==> src/rtl/cussen_pkg.sv <==
// cussen_pkg
// Shared constants, element types and the decoder FSM state type for the
// cussen sort/dedup/delta frame decoder.
// Bus helpers pull element k out of the packed frame buses. An index past the
// last element yields a not-found pointer or a zero delta, so callers never
// read beyond the bus.
package cussen_pkg;

    localparam int N_ELEM = 9;
    localparam int DATA_W = 8;
    localparam int PTR_W  = 4;

    typedef logic [DATA_W-1:0] data_t;
    typedef logic [PTR_W-1:0]  ptr_t;

    localparam ptr_t PTR_NONE = 4'hF;
    localparam ptr_t LAST_IDX = 4'(N_ELEM - 1);

    typedef enum logic [1:0] {
        IDLE  = 2'd0,
        BUILD = 2'd1,
        EMIT  = 2'd2
    } state_t;

    function automatic logic ptr_in_range(input ptr_t p);
        return p <= LAST_IDX;
    endfunction

    function automatic ptr_t ptr_at(input logic [N_ELEM*PTR_W-1:0] bus, input ptr_t idx);
        if (idx > LAST_IDX) begin
            return PTR_NONE;
        end
        return bus[idx*PTR_W +: PTR_W];
    endfunction

    function automatic data_t delta_at(input logic [N_ELEM*DATA_W-1:0] bus, input ptr_t idx);
        if (idx > LAST_IDX) begin
            return '0;
        end
        return bus[idx*DATA_W +: DATA_W];
    endfunction

endpackage

==> src/rtl/cussen_decoder_if.sv <==
// cussen_decoder_if
// Groups the frame-input handshake and the byte-output stream of the decoder.
//   in_valid / in_ready   : frame handshake
//   delta_bus  [71:0]     : nine 8-bit successive differences, element k at [8k+7:8k]
//   ptr_bus    [35:0]     : nine 4-bit table pointers, pointer k at [4k+3:4k]
//   out_valid / out_ready : byte-stream handshake
//   out_data, out_index, out_last, out_err : current output byte and its tags
//   err_count  [7:0]      : saturating count of error bytes since reset
// master: frame source and byte sink. slave: the decoder.
interface cussen_decoder_if import cussen_pkg::*; ();

    logic                     in_valid;
    logic                     in_ready;
    logic [N_ELEM*DATA_W-1:0] delta_bus;
    logic [N_ELEM*PTR_W-1:0]  ptr_bus;
    logic                     out_valid;
    logic                     out_ready;
    data_t                    out_data;
    ptr_t                     out_index;
    logic                     out_last;
    logic                     out_err;
    logic [7:0]               err_count;

    modport master (
        output in_valid, delta_bus, ptr_bus, out_ready,
        input  in_ready, out_valid, out_data, out_index, out_last, out_err, err_count
    );

    modport slave (
        input  in_valid, delta_bus, ptr_bus, out_ready,
        output in_ready, out_valid, out_data, out_index, out_last, out_err, err_count
    );

endinterface

==> src/rtl/cussen_decode_table.sv <==
// cussen_decode_table
// 9 x 8-bit sorted-unique table, rebuilt by prefix sum.
//   clk, rst  : clock, async active-high reset (clears every entry)
//   wr_en     : write entry wr_addr this cycle
//   wr_addr   : entry being written (0..8)
//   wr_delta  : successive difference for that entry
//   wr_value  : value being written (also used by the caller to bypass a
//               same-cycle read)
//   rd_addr   : combinational read address; out-of-range reads return 0
//   rd_data   : entry at rd_addr
// Entry 0 takes the delta as an absolute value. Later entries add the delta to
// the previous entry modulo 256, except that a zero delta marks a padding slot,
// which stores 0.
module cussen_decode_table import cussen_pkg::*; (
    input  logic  clk,
    input  logic  rst,
    input  logic  wr_en,
    input  ptr_t  wr_addr,
    input  data_t wr_delta,
    output data_t wr_value,
    input  ptr_t  rd_addr,
    output data_t rd_data
);

    data_t tbl_q [N_ELEM];
    data_t tbl_d [N_ELEM];
    data_t prev_entry;

    assign prev_entry = (wr_addr == '0 || wr_addr > LAST_IDX) ? '0 : tbl_q[4'(wr_addr - 4'd1)];

    always_comb begin
        wr_value = prev_entry + wr_delta;
        if (wr_addr == '0) begin
            wr_value = wr_delta;
        end else if (wr_delta == '0) begin
            wr_value = '0;
        end
    end

    always_comb begin
        tbl_d = tbl_q;
        if (wr_en && wr_addr <= LAST_IDX) begin
            tbl_d[wr_addr] = wr_value;
        end
    end

    always_ff @(posedge clk or posedge rst) begin
        if (rst) begin
            tbl_q <= '{default: '0};
        end else begin
            tbl_q <= tbl_d;
        end
    end

    assign rd_data = (rd_addr <= LAST_IDX) ? tbl_q[rd_addr] : '0;

endmodule

==> src/rtl/cussen_decoder.sv <==
// cussen_decoder
// Rebuilds nine original bytes from one encoded frame: prefix-sums the deltas
// into the sorted-unique table, then streams out table[ptr[j]] for j = 0..8.
//   clk  : rising-edge clock
//   rst  : async active-high reset; aborts any frame in flight
//   bus  : cussen_decoder_if.slave (frame input, byte output, err_count)
//
// state | meaning
// ------+-----------------------------------------------------------------
// IDLE  | in_ready high; waits for a frame transfer and captures both buses
// BUILD | writes table entry build_k (0..8), one per cycle
// EMIT  | presents byte out_index (0..8); advances on each out handshake
module cussen_decoder import cussen_pkg::*; (
    input  logic             clk,
    input  logic             rst,
    cussen_decoder_if.slave  bus
);

    state_t                   state_q,     state_d;
    logic [N_ELEM*DATA_W-1:0] delta_q,     delta_d;
    logic [N_ELEM*PTR_W-1:0]  ptr_q,       ptr_d;
    ptr_t                     build_k_q,   build_k_d;
    logic                     out_valid_q, out_valid_d;
    data_t                    out_data_q,  out_data_d;
    ptr_t                     out_index_q, out_index_d;
    logic                     out_last_q,  out_last_d;
    logic                     out_err_q,   out_err_d;
    logic [7:0]               err_count_q, err_count_d;

    logic  tbl_wr_en;
    data_t tbl_wr_value;
    data_t tbl_rd_data;
    ptr_t  emit_idx;
    ptr_t  rd_addr;
    data_t rd_val;
    logic  nxt_err;
    data_t nxt_data;

    assign tbl_wr_en = (state_q == BUILD);

    // Byte to be loaded into the output registers next: byte 0 when leaving
    // BUILD, otherwise the one after the byte currently presented.
    assign emit_idx = (state_q == EMIT) ? 4'(out_index_q + 4'd1) : '0;
    assign rd_addr  = ptr_at(ptr_q, emit_idx);

    // Byte 0 is loaded on the same edge that writes entry 8, so a pointer to
    // entry 8 must see the value being written rather than the stale entry.
    assign rd_val   = (tbl_wr_en && rd_addr == build_k_q) ? tbl_wr_value : tbl_rd_data;
    assign nxt_err  = !ptr_in_range(rd_addr);
    assign nxt_data = nxt_err ? '0 : rd_val;

    cussen_decode_table u_table (
        .clk      (clk),
        .rst      (rst),
        .wr_en    (tbl_wr_en),
        .wr_addr  (build_k_q),
        .wr_delta (delta_at(delta_q, build_k_q)),
        .wr_value (tbl_wr_value),
        .rd_addr  (rd_addr),
        .rd_data  (tbl_rd_data)
    );

    always_comb begin
        state_d     = state_q;
        delta_d     = delta_q;
        ptr_d       = ptr_q;
        build_k_d   = build_k_q;
        out_valid_d = out_valid_q;
        out_data_d  = out_data_q;
        out_index_d = out_index_q;
        out_last_d  = out_last_q;
        out_err_d   = out_err_q;
        err_count_d = err_count_q;

        case (state_q)
            IDLE: begin
                if (bus.in_valid) begin
                    delta_d   = bus.delta_bus;
                    ptr_d     = bus.ptr_bus;
                    build_k_d = '0;
                    state_d   = BUILD;
                end
            end
            BUILD: begin
                if (build_k_q == LAST_IDX) begin
                    state_d     = EMIT;
                    out_valid_d = 1'b1;
                    out_index_d = emit_idx;
                    out_last_d  = (emit_idx == LAST_IDX);
                    out_err_d   = nxt_err;
                    out_data_d  = nxt_data;
                end else begin
                    build_k_d = build_k_q + 4'd1;
                end
            end
            EMIT: begin
                if (out_valid_q && bus.out_ready) begin
                    if (out_err_q && err_count_q != 8'hFF) begin
                        err_count_d = err_count_q + 8'd1;
                    end
                    if (out_last_q) begin
                        state_d     = IDLE;
                        out_valid_d = 1'b0;
                        out_data_d  = '0;
                        out_index_d = '0;
                        out_last_d  = 1'b0;
                        out_err_d   = 1'b0;
                    end else begin
                        out_index_d = emit_idx;
                        out_last_d  = (emit_idx == LAST_IDX);
                        out_err_d   = nxt_err;
                        out_data_d  = nxt_data;
                    end
                end
            end
            default: begin
                state_d = IDLE;
            end
        endcase
    end

    always_ff @(posedge clk or posedge rst) begin
        if (rst) begin
            state_q     <= IDLE;
            delta_q     <= '0;
            ptr_q       <= '0;
            build_k_q   <= '0;
            out_valid_q <= 1'b0;
            out_data_q  <= '0;
            out_index_q <= '0;
            out_last_q  <= 1'b0;
            out_err_q   <= 1'b0;
            err_count_q <= '0;
        end else begin
            state_q     <= state_d;
            delta_q     <= delta_d;
            ptr_q       <= ptr_d;
            build_k_q   <= build_k_d;
            out_valid_q <= out_valid_d;
            out_data_q  <= out_data_d;
            out_index_q <= out_index_d;
            out_last_q  <= out_last_d;
            out_err_q   <= out_err_d;
            err_count_q <= err_count_d;
        end
    end

    assign bus.in_ready  = (state_q == IDLE);
    assign bus.out_valid = out_valid_q;
    assign bus.out_data  = out_data_q;
    assign bus.out_index = out_index_q;
    assign bus.out_last  = out_last_q;
    assign bus.out_err   = out_err_q;
    assign bus.err_count = err_count_q;

endmodule
==> src/flat_wrapper.sv <==
// flat-port wrapper written by rule: the top's interface ports become plain ports
module cussen_decoder_flat import cussen_pkg::*;
  (clk, rst, bus_in_valid, bus_delta_bus, bus_ptr_bus, bus_out_ready, bus_in_ready, bus_out_valid, bus_out_data, bus_out_index, bus_out_last, bus_out_err, bus_err_count);
  cussen_decoder_if bus_i ();
  input  logic clk;
  input  logic rst;
  input wire logic [$bits(bus_i.in_valid)-1:0] bus_in_valid;
  input wire logic [$bits(bus_i.delta_bus)-1:0] bus_delta_bus;
  input wire logic [$bits(bus_i.ptr_bus)-1:0] bus_ptr_bus;
  input wire logic [$bits(bus_i.out_ready)-1:0] bus_out_ready;
  output wire logic [$bits(bus_i.in_ready)-1:0] bus_in_ready;
  output wire logic [$bits(bus_i.out_valid)-1:0] bus_out_valid;
  output wire logic [$bits(bus_i.out_data)-1:0] bus_out_data;
  output wire logic [$bits(bus_i.out_index)-1:0] bus_out_index;
  output wire logic [$bits(bus_i.out_last)-1:0] bus_out_last;
  output wire logic [$bits(bus_i.out_err)-1:0] bus_out_err;
  output wire logic [$bits(bus_i.err_count)-1:0] bus_err_count;
  assign bus_i.in_valid = bus_in_valid;
  assign bus_i.delta_bus = bus_delta_bus;
  assign bus_i.ptr_bus = bus_ptr_bus;
  assign bus_i.out_ready = bus_out_ready;
  assign bus_in_ready = bus_i.in_ready;
  assign bus_out_valid = bus_i.out_valid;
  assign bus_out_data = bus_i.out_data;
  assign bus_out_index = bus_i.out_index;
  assign bus_out_last = bus_i.out_last;
  assign bus_out_err = bus_i.out_err;
  assign bus_err_count = bus_i.err_count;
  cussen_decoder u_core (.clk(clk), .rst(rst), .bus(bus_i));
endmodule
==> config.mk <==
export PLATFORM = sky130hd
export DESIGN_NAME = cussen_decoder_flat
export DESIGN_NICKNAME = d
export VERILOG_FILES = /design/src/rtl/cussen_pkg.sv /design/src/rtl/cussen_decoder_if.sv /design/src/rtl/cussen_decode_table.sv /design/src/rtl/cussen_decoder.sv /design/src/flat_wrapper.sv
export SDC_FILE = /design/constraint.sdc
export NUM_CORES = 1
export LEC_CHECK = 0
export CAP_MARGIN = 25
export CORE_UTILIZATION = 35
export DETAILED_ROUTE_END_ITERATION = 10
export SYNTH_ARGS = -nofsm -noshare
export SYNTH_HDL_FRONTEND = slang
export SYNTH_SLANG_ARGS = --single-unit
==> constraint.sdc <==
create_clock -name clk -period 10.8 [get_ports clk]
set_clock_uncertainty 0.1 [all_clocks]
set_input_delay 3.24 -clock clk [delete_from_list [all_inputs] [get_ports clk]]
set_output_delay 3.24 -clock clk [all_outputs]
set_load 0.1 [all_outputs]
==> summary.md, run 1 <==
| Metric | Value |
|---|---|
| Syn Inst Count | 995 |
| Status | finished clean |
| Synth unique cells | 78 |
| Achievable Freq | 0.1727 GHz |
| Pwr Density | 334.5 nW/µm² |
| Antenna Violating Nets Remaining | 0 |
| Busiest grt layer | met2 |
| Slew at the pin closest to its max-slew limit | 1.136 ns |
| Mapped cell area | 11170 µm² |
| Clk slew on worst S/H paths | 0.06 ns |
| Routed len/inst | 19.70 µm |
| Grt ovf | 0 |
| Starting Density | 35.49% |
| Critical path's top delay family | buffers and inverters |
| RSZ-0062 raised after global routing | no |
| Vias per cell | 5.429 |
| Final Hold Fails | 0 |
| CTS tree | built |
| Largest net degree at the start of global routing | 130 |
| Top-Level Pins | 136 |
| Tot GR Track Use | 18.79% |
| Clock network latency to the later pin of the worst-skew pair | 0.53 ns |
| N_diodes | 0 |
| Rows | 65 |
| Post-CTS Setup Repair Bufs | 0 |
| Die width | 180.7 µm |
| Die Ht | 180.7 µm |
| Vias in the first global route | 8574 |
| Pleak | 0.005597 µW |
| Worst path bufs/invs | 1 |
| Yosys warns | 0 |
| Dominant cells by area after synthesis | dfrtp_1, mux2_2, mux4_2 |
| Max incr delay on CP | 1.17 ns |
| Drt total wl | 30130 µm |
| Hold slack | 0.3980 ns |
| Fin crit share | 53.62% |
| Setup TNS | 0 ns |
| Worst setup SP type | flip-flop |
| Max-cap viol count | 0 |
| Syn nets | 1122 |
| Worst Path Max Fanout | 12 |
| Seq/Total Area, Yosys | 46.82% |
| HP Class | reg2reg |
| Depth of the CTS H-tree | 1 |
| Synth Register Bits | 209 |
| Synth Area per Inst | 11.23 µm² |
| Pre-CTS WS | 5.130 ns |
| Post-CTS sizing | 0 |
| Initial antenna violation count | 1 |
| Initial DRC Count | 580 |
| Crit end category | output pin |
| First-pass DRT Iterations | 5 |
| First-pass GRT wire length | 48820 µm |
| Port bufs | 135 |
| Crit-path slowest cell | clkdlybuf4s50_1 |
| Post-synth top area cell | dfrtp_1 |
| Fin crit period | 5.791 ns |
| CP required | 7.46 ns |
| Grt met1 use | 26.32% |
| Top cell type's share of synthesized area | 46.82% |
| Critical Path AT | 2.45 ns |
| Drt drc | 0 |
| Commonest register cell after synthesis | dfrtp_1 |
| Placer Congestion | 0.8402 |
| Kind of critical path | reg2out |
| Met3 Usage GRT | 4.082% |
| Area delta synth->final | 23.14% |
| Cell Chain, Critical Path | nor2_1 > clkdlybuf4s50_1 |
| Fin nets | 1235 |
| Peak supply drop | 0.1547 mV |
| Met2 Usage GRT | 29.96% |
| Core footprint | 31470 µm² |
| Layout cells sized above 1 | 21.92% |
| Hpwl dp | 20610 µm |
| TritonCTS buffer count | 25 |
| Fillers | 2941 |
| Bufs on Longest Clock Path | 3 |
| Setup-failing EPs final | 0 |
| Number of synthesized flops with an enable pin | 0 |
| # hold bufs at CTS | 0 |
| CTS root buffer | clkbuf_16 |
| DIE AREA | 32630 µm² |
| Clock sinks | 209 |
| Slew margin rel. | 24.24% |
| Setup slack after layout | 5.009 ns |
| Post-synthesis async set-or-reset flop share | 100.0% |
| Total number of vias | 8301 |
| Fin. max-slew vios | 0 |
-- worst paths after layout --
path / start / endpoint / slack (ns) / cells past startpoint
max reg2reg: u_core.build_k_q[1] / u_core.bus.out_data[6] / 5.45 / 17
max in group asynchronous: rst / u_core.bus.out_valid / 6.18 / 4
max: u_core.state_q[0] / bus_in_ready / 5.01 / 2
min reg2reg: u_core.bus.out_data[0] / u_core.bus.out_data[0] / 0.40 / 1
min in group asynchronous: rst / u_core.delta_q[8] / 3.19 / 2
min: u_core.bus.out_data[0] / u_core.bus.out_data[0] / 0.40 / 1
-- final cells by class --
type	instances	area, µm²	area share, %
sequential	209	5231	38.03
multi-input combinational	708	5598	40.69
inverter	15	63.81	0.4639
tap	402	503.0	3.657
clock inverter	10	136.4	0.9915
timing repair buffer	149	1476	10.73
clock buffer	36	747.0	5.430
-- power breakdown --
| group | internal (µW) | switching (µW) | leakage [µW] |
|---|---|---|---|
| Combinational | 968 | 1370 | 0.00259 |
| Clock | 552 | 340 | 0.000440 |
| Sequential | 1140 | 235 | 0.00257 |
| Total | 2660 | 1940 | 0.00560 |
-- per-layer routing --
metal,share of wire [%],vias to the layer above,wire length (µm)
met2,46,248,13730
met5,0.043,-,13
met4,1.5,2,439
met1,46,4117,13940
met3,6.7,33,2009
li1,-,3901,-
-- Yosys cell counts, drive strengths merged, types with 7 or more instances --
| library cell | count |
|---|---|
| dfrtp | 209 |
| o211ai | 16 |
| a21boi | 13 |
| nor2b | 11 |
| nand3 | 14 |
| mux2i | 23 |
| mux4 | 32 |
| nor2 | 46 |
| mux2 | 136 |
| nand2b | 7 |
| a31oi | 9 |
| xnor2 | 13 |
| nand4 | 12 |
| nor3 | 10 |
| nand2 | 125 |
| buf | 25 |
| a21oi | 45 |
| a32o | 8 |
| clkbuf | 38 |
| ha | 14 |
| inv | 15 |
| a22oi | 14 |
| o21ai | 76 |
| o2111ai | 13 |
-- sequential cells by signal, indices dropped and copies added (netlist names) --
name                  cells
u_core.ptr_q             36
u_core.state_q            2
u_core.delta_q           72
u_core.bus.out_data       8
u_core.u_table.tbl_q     72
u_core.bus.out_last       1
u_core.bus.out_index      4
u_core.build_k_q          4
u_core.bus.out_valid      1
u_core.bus.out_err        1
u_core.bus.err_count      8
-- layout by cell type (no fill, tap or decap), drive strengths merged, types with 3 or more instances in the layout --
cell type      Yosys  routed
clkbuf            38      36
xnor2             13      13
a211oi             4       4
nand3             14      14
dfrtp            209     209
o21a               3       3
o2111ai           13      13
a21o               5       5
mux4              32      32
o31ai              3       3
xor2               5       5
a221oi             3       3
a31oi              9       9
o211a              3       3
a21boi            13      13
nor2b             11      11
nand4             12      12
a21oi             45      45
mux2             136     136
o211ai            16      16
nor3              10      10
nand2b             7       7
a32o               8       8
clkinv             0       5
o21ai             76      76
and3               3       3
nand2            125     125
a22oi             14      14
nor2              46      46
buf               25      14
mux2i             23      23
bufinv             0       3
ha                14      14
inv               15      17
clkdlybuf4s50      0     135
-- worst register-to-register path, delay by kind of cell (launching register included) --
| family | cells | cell delay, ns |
|---|---|---|
| XOR/XNOR | 1 | 0.76 |
| buffers and inverters | 2 | 0.25 |
| AO/OA/AOI/OAI | 6 | 2.09 |
| AND/OR/NAND/NOR | 5 | 0.97 |
| adder cells (fa/ha/maj) | 3 | 0.70 |
| flip-flops | 1 | 0.38 |
-- stage by stage --
stage	total power (µW)	area [µm²]	instances	util, %
floorplan	3050	11170	995	-
global route	4899	13760	1529	43.71
finish	4601	13760	1529	43.71
CTS	4612	13760	1529	43.71
global placement	3661	12840	1481	40.79
detailed placement	3708	12870	1483	40.90
-- cell families after synthesis --
family / count (synthesis) / share of synthesized area, %
xor+xnor: 18 / 1.479
fa+ha+maj: 16 / 1.837
compound gates: 237 / 14.17
simple gates: 246 / 10.22
mux: 191 / 22.26
buf+inv: 78 / 3.226
flops: 209 / 46.82
(Power assumes the default switching activity.)
==> inputs of run 2 (changes only) <==
==> constraint.sdc (replaced) <==
create_clock -name clk -period 4.82 [get_ports clk]
set_clock_uncertainty 0.1 [all_clocks]
set_input_delay 1.446 -clock clk [delete_from_list [all_inputs] [get_ports clk]]
set_output_delay 1.446 -clock clk [all_outputs]
set_load 0.1 [all_outputs]
==> run 2 against run 1 <==
Against the previous run: via count increased by 2.7%; register-to-register slack lost 5.2 ns; sequential share of layout area is 0.58 points lower; highest routed layer is now met4; critical path depth grew 15; flip-flop and latch count did not move; non-clock buffer count rose by 24; sequential power rose by 130%; first-iteration DRC count increased by 1.2%; die area stayed put; combinational power increased by 140%.
==> summary.md, run 2 (synthesis gave the netlist of run 1 again) <==
| Metric | Value |
|---|---|
| Status | finished clean (unchanged) |
| Antenna Violating Nets Remaining | 0 (unchanged) |
| Max-cap viol count | 0 (unchanged) |
| Top-Level Pins | 136 (unchanged) |
| Kind of critical path | reg2reg (was reg2out) |
| Post-CTS sizing | 0 (unchanged) |
| Initial antenna violation count | 0 (was 1) |
| Drt total wl | 31740 µm (was 30130 µm) |
| DIE AREA | 32630 µm² (unchanged) |
| Layout cells sized above 1 | 23.26% (was 21.92%) |
| Rows | 65 (unchanged) |
| Area delta synth->final | 25.03% (was 23.14%) |
| Met3 Usage GRT | 4.608% (was 4.082%) |
| Most frequent cells in the layout | dfrtp_1, mux2_2, clkdlybuf4s50_1, nand2_1, o21ai_0 (was dfrtp_1, clkdlybuf4s50_1, mux2_2, nand2_1, o21ai_0) |
| Hold slack | 0.3940 ns (was 0.3980 ns) |
| Pwr Density | 759.2 nW/µm² (was 334.5 nW/µm²) |
| Clk pwr share | 18.4% (was 19.4%) |
| Grt ovf | 0 (unchanged) |
| Tot GR Track Use | 20.05% (was 18.79%) |
| Setup slack after layout | 0.2866 ns (was 5.009 ns) |
| Die Ht | 180.7 µm (unchanged) |
| Clock network latency to the later pin of the worst-skew pair | 0.53 ns (about the same) |
| Placer Congestion | 0.8896 (was 0.8402) |
| Sequential Power Share | 29.3% (was 29.9%) |
| Fin crit period | 4.533 ns |
| CP required | 5.14 ns (was 7.46 ns) |
| Clk slew on worst S/H paths | 0.06 ns (about the same) |
| Slew at the pin closest to its max-slew limit | 0.9979 ns (was 1.136 ns) |
| Commonest non-fill, non-tap cell in the layout | dfrtp_1 (unchanged) |
| First-pass DRT Iterations | 5 (unchanged) |
| Starting Density | 35.49% (unchanged) |
| First-pass GRT wire length | 51380 µm (was 48820 µm) |
| Final Hold Fails | 0 (unchanged) |
| Initial DRC Count | 587 (was 580) |
| Hpwl dp | 22530 µm (was 20610 µm) |
| N_diodes | 0 (unchanged) |
| Fillers | 2974 (was 2941) |
| Core footprint | 31470 µm² (unchanged) |
| HP Class | reg2reg (unchanged) |
| Fin. max-slew vios | 0 (unchanged) |
| Slew margin rel. | 33.11% (was 24.24%) |
| Setup TNS | 0 ns (unchanged) |
| Worst Path Max Fanout | 10 (was 12) |
| Biggest regs | u_core.delta_q (72), u_core.u_table.tbl_q (72), u_core.ptr_q (36) (unchanged) |
| Setup-failing EPs final | 0 (unchanged) |
| Peak supply drop | 0.3431 mV (was 0.1547 mV) |
| CTS root buffer | clkbuf_16 (unchanged) |
| Drt drc | 0 (unchanged) |
| Pre-CTS WS | 0.3530 ns (was 5.130 ns) |
| Total number of vias | 8526 (was 8301) |
| Post-CTS Setup Repair Bufs | 0 (unchanged) |
| Power, Total | 10600 µW (was 4601 µW) |
| Sw power | 4448 µW (was 1941 µW) |
| Vias in the first global route | 8774 (was 8574) |
| Grt met1 use | 27.28% (was 26.32%) |
| TritonCTS buffer count | 24 (was 25) |
| Fin crit share | 94.05% |
| Die width | 180.7 µm (unchanged) |
| Achievable Freq | 0.2206 GHz |
| RSZ-0062 raised after global routing | no (unchanged) |
| Fin nets | 1258 (was 1235) |
| Power share of the combinational group | 52.3% (was 50.7%) |
| Met2 Usage GRT | 31.89% (was 29.96%) |
| Pleak | 0.005714 µW (was 0.005597 µW) |
| Port bufs | 135 (unchanged) |
| Routed len/inst | 20.48 µm (was 19.70 µm) |
| CTS tree | built (unchanged) |
| Worst setup SP type | flip-flop (unchanged) |
| # hold bufs at CTS | 0 (unchanged) |
| Clock sinks | 209 (unchanged) |
| Depth of the CTS H-tree | 1 (unchanged) |
| Internal power | 6156 µW (was 2660 µW) |
| Dpl cell area | 13090 µm² (was 12870 µm²) |
| Bufs on Longest Clock Path | 3 (unchanged) |
| Busiest grt layer | met2 (unchanged) |
| Cell area after layout | 13970 µm² (was 13760 µm²) |
| Crit end category | flip-flop (was output pin) |
| Largest net degree at the start of global routing | 43 (was 130) |
| Critical Path AT | 4.85 ns (was 2.45 ns) |
| Vias per cell | 5.501 (was 5.429) |
| Switching Share | 41.95% (was 42.18%) |
-- run 2: power groups by stage --
stage / registers, µW / clock network (µW) / logic [µW]
after global routing: 3210 / 2080 / 6010
after CTS: 3110 / 2010 / 5520
after floorplan: 3210 / 0 / 3630
after detailed placement: 3120 / 0 / 5490
final: 3110 / 1950 / 5540
after global placement: 3100 / 0 / 5430
-- run 2: metal layers --
layer,vias up,wire length (µm)
met4,0,817
met1,4231,14150
met2,287,14470
met5,-,0
met3,55,2304
li1,3953,-
-- run 2: critical path: stages, from the launching register on --
cell and delay (ns):
dfrtp_2 0.38, inv_1 0.10, ha_1 0.56, buf_4 0.24, mux4_2 0.31, nand2_1 0.08
a21oi_1 0.07, a31oi_1 0.25, nor2_1 0.08, ha_1 0.35, nand3_1 0.09, o211ai_1 0.11
o41ai_1 0.39, xor2_1 0.15, maj3_1 0.36, a22o_1 0.32, a32o_1 0.31, a31o_1 0.18
-- run 2: final timing paths --
kind | slack (ns) | depth (start not counted) | end | from
setup / recovery | 0.29 | 17 | u_core.bus.out_data[7] | u_core.build_k_q[0]
hold / removal | 0.39 | 1 | u_core.bus.out_data[0] | u_core.bus.out_data[0]
setup reg to reg | 0.29 | 17 | u_core.bus.out_data[7] | u_core.build_k_q[0]
hold reg to reg | 0.39 | 1 | u_core.bus.out_data[0] | u_core.bus.out_data[0]
max in group asynchronous | 2.81 | 4 | u_core.delta_q[62] | rst
min in group asynchronous | 1.06 | 2 | u_core.ptr_q[15] | rst
-- run 2: per-stage QoR --
stage	instances	util [%]
global placement	1506	41.59
finish	1550	44.38
CTS	1549	44.31
global route	1550	44.38
floorplan	995	-
detailed placement	1506	41.59
-- run 2: area by class of cell --
cell class / instances / area (µm²) / area share [%]
clock buffer: 37 / 750.7 / 5.375
clock inverter: 6 / 107.6 / 0.7704
inverter: 15 / 60.06 / 0.4300
multi-input combinational: 708 / 5593 / 40.04
sequential: 209 / 5231 / 37.45
tap: 402 / 503.0 / 3.601
timing repair buffer: 173 / 1722 / 12.33
==> inputs of run 3 (changes only) <==
--- a/config.mk
+++ b/config.mk
@@ -8,6 +8,7 @@
 export CAP_MARGIN = 25
 export CORE_UTILIZATION = 35
 export DETAILED_ROUTE_END_ITERATION = 10
+export SETUP_SLACK_MARGIN = 0.02
 export SYNTH_ARGS = -nofsm -noshare
 export SYNTH_HDL_FRONTEND = slang
 export SYNTH_SLANG_ARGS = --single-unit
==> run 3 against run 2 <==
Against the previous run: global-route usage fell by 0.66 points; setup slack improved by 0.12 ns; critical endpoint unchanged; critical path depth fell by 1; core utilization fell by 0.51 points; power fell by 2.1%; die area did not move; combinational power fell by 1%; via count fell by 0.82%; sequential power barely moved.
==> summary.md, run 3 (synthesis gave the netlist of run 1 again) <==
| Metric | Value |
|---|---|
| Achievable Freq | 0.2264 GHz (was 0.2206 GHz) |
| Total number of vias | 8456 (was 8526) |
| Peak supply drop | 0.4045 mV (was 0.3431 mV) |
| Slew at the pin closest to its max-slew limit | 0.9848 ns (was 0.9979 ns) |
| Vias in the first global route | 8489 (was 8774) |
| Fin crit share | 91.65% (was 94.05%) |
| Initial DRC Count | 553 (was 587) |
| Post-Layout Cell Count | 1544 (was 1550) |
| Final Util | 43.87% (was 44.38%) |
| Depth of the CTS H-tree | 1 (unchanged) |
| N_diodes | 0 (unchanged) |
| Worst Path Max Fanout | 42 (was 10) |
| First-pass GRT wire length | 49750 µm (was 51380 µm) |
| Starting Density | 35.49% (unchanged) |
| Max incr delay on CP | 0.54 ns (was 0.56 ns) |
| Crit end category | flip-flop (unchanged) |
| Pre-CTS WS | 0.4384 ns (was 0.3530 ns) |
| Slew margin rel. | 34.14% (was 33.11%) |
| Clock network latency to the later pin of the worst-skew pair | 0.53 ns (about the same) |
| Max-cap viol count | 0 (unchanged) |
| Met3 Usage GRT | 4.002% (was 4.608%) |
| Rows | 65 (unchanged) |
| HP Class | reg2reg (unchanged) |
| Fin. max-slew vios | 0 (unchanged) |
| Port bufs | 135 (unchanged) |
| Grt ovf | 0 (unchanged) |
| Top-Level Pins | 136 (unchanged) |
| Drt total wl | 30900 µm (was 31740 µm) |
| Post-CTS sizing | 0 (unchanged) |
| RSZ-0062 raised after global routing | no (unchanged) |
| Clk slew on worst S/H paths | 0.06 ns (about the same) |
| Vias per cell | 5.477 (was 5.501) |
| TritonCTS buffer count | 24 (unchanged) |
| Area delta synth->final | 23.60% (was 25.03%) |
| Final Hold Fails | 0 (unchanged) |
| Placer Congestion | 0.8770 (was 0.8896) |
| Layout cells sized above 1 | 22.77% (was 23.26%) |
| Drt drc | 0 (unchanged) |
| Biggest regs | u_core.delta_q (72), u_core.u_table.tbl_q (72), u_core.ptr_q (36) (unchanged) |
| Fin crit period | 4.418 ns (was 4.533 ns) |
| Largest net degree at the start of global routing | 79 (was 43) |
| Storage element area | 5231 µm² (unchanged) |
| Commonest non-fill, non-tap cell in the layout | dfrtp_1 (unchanged) |
| Tot GR Track Use | 19.39% (was 20.05%) |
| Critical path's top delay family | compound AO/OA/AOI/OAI gates (unchanged) |
| Worst setup SP type | flip-flop (unchanged) |
| Clock sinks | 209 (unchanged) |
| Crit-path slowest cell | or4_4 (was ha_1) |
| Setup slack after layout | 0.4025 ns (was 0.2866 ns) |
| Most frequent cells in the layout | dfrtp_1, mux2_2, clkdlybuf4s50_1, nand2_1, o21ai_0 (unchanged) |
| Initial antenna violation count | 1 (was 0) |
| Antenna Violating Nets Remaining | 0 (unchanged) |
| Area of the multi-input gates | 5593 µm² (unchanged) |
| Bufs on Longest Clock Path | 3 (unchanged) |
| Routed len/inst | 20.01 µm (was 20.48 µm) |
| CTS root buffer | clkbuf_16 (unchanged) |
| Setup TNS | 0 ns (unchanged) |
| Die width | 180.7 µm (unchanged) |
| Status | finished clean (unchanged) |
| DIE AREA | 32630 µm² (unchanged) |
| Placed Cells | 1500 (was 1506) |
| Setup-failing EPs final | 0 (unchanged) |
| Busiest grt layer | met2 (unchanged) |
| Hpwl dp | 21540 µm (was 22530 µm) |
| First-pass DRT Iterations | 5 (unchanged) |
| Cell Chain, Critical Path | buf_12 > or4_4 > nand2_1 > buf_4 > a21oi_1 > a31oi_1 > nor2_1 > ha_1 > nand3_1 > o211ai_1 > o41ai_1 > xor2_1 > maj3_1 > a22o_1 > a32o_1 > a31o_1 (was inv_1 > ha_1 > buf_4 > mux4_2 > nand2_1 > a21oi_1 > a31oi_1 > nor2_1 > ha_1 > nand3_1 > o211ai_1 > o41ai_1 > xor2_1 > maj3_1 > a22o_1 > a32o_1 > a31o_1) |
| Pleak | 0.005635 µW (was 0.005714 µW) |
| CTS tree | built (unchanged) |
| Met2 Usage GRT | 30.01% (was 31.89%) |
| Critical Path AT | 4.73 ns (was 4.85 ns) |
| Core footprint | 31470 µm² (unchanged) |
| Post-CTS Setup Repair Bufs | 0 (unchanged) |
| Grt met1 use | 27.40% (was 27.28%) |
| Fin nets | 1251 (was 1258) |
| Worst path bufs/invs | 2 (unchanged) |
| CP required | 5.13 ns (was 5.14 ns) |
| # hold bufs at CTS | 0 (unchanged) |
| Fillers | 2941 (was 2974) |
| Pwr Density | 751.8 nW/µm² (was 759.2 nW/µm²) |
| Die Ht | 180.7 µm (unchanged) |
| Kind of critical path | reg2reg (unchanged) |
## run 3: metal layers
layer | vias to the layer above | wire length (µm)
li1 | 3951 | -
met1 | 4195 | 13950
met4 | 0 | 757
met3 | 45 | 2142
met5 | - | 0
met2 | 265 | 14050
## run 3: per-stage QoR
step / hold WS (ns) / area, µm² / total power, µW
6_report: 0.3959 / 13810 / 10380
3_5_place_dp: 0.3873 / 13030 / 8589
5_1_grt: 0.4203 / 13810 / 11070
3_3_place_gp: 0.3828 / 13030 / 8534
4_1_cts: 0.4005 / 13810 / 10430
2_1_floorplan: 0.3608 / 11180 / 6840
## run 3: worst register-to-register path, delay by kind of cell (launching register included)
kind	cells	cell delay, ns
buffers and inverters	2	0.42
adders and majority gates	2	0.71
xor gates and xnor gates	1	0.16
DFF	1	0.42
and+or+nand+nor	4	0.89
AOI/OAI and AO/OA	7	1.61
## run 3: final cells by class
class / instances / area share, %
Sequential cell: 209 / 37.89
Tap cell: 402 / 3.643
Multi-Input combinational cell: 708 / 40.51
Timing Repair Buffer: 166 / 11.91
Inverter: 15 / 0.4350
Clock buffer: 33 / 4.966
Clock inverter: 11 / 0.6525
## run 3: power breakdown
group | internal (µW) | leakage [µW] | switching (µW)
combinational | 2360 | 0.00268 | 3110
clock | 1050 | 0.000386 | 747
sequential | 2550 | 0.00257 | 560
## run 3: path summary, 6_finish.rpt
kind	from	end	slack [ns]	cells past startpoint
max in group asynchronous	rst	u_core.bus.out_index[2]	2.44	3
max reg2reg	u_core.build_k_q[0]	u_core.bus.out_data[7]	0.40	16
min	u_core.bus.out_data[5]	u_core.bus.out_data[5]	0.40	1
max	u_core.build_k_q[0]	u_core.bus.out_data[7]	0.40	16
min reg2reg	u_core.bus.out_data[5]	u_core.bus.out_data[5]	0.40	1
min in group asynchronous	rst	u_core.u_table.tbl_q[63]	1.32	2
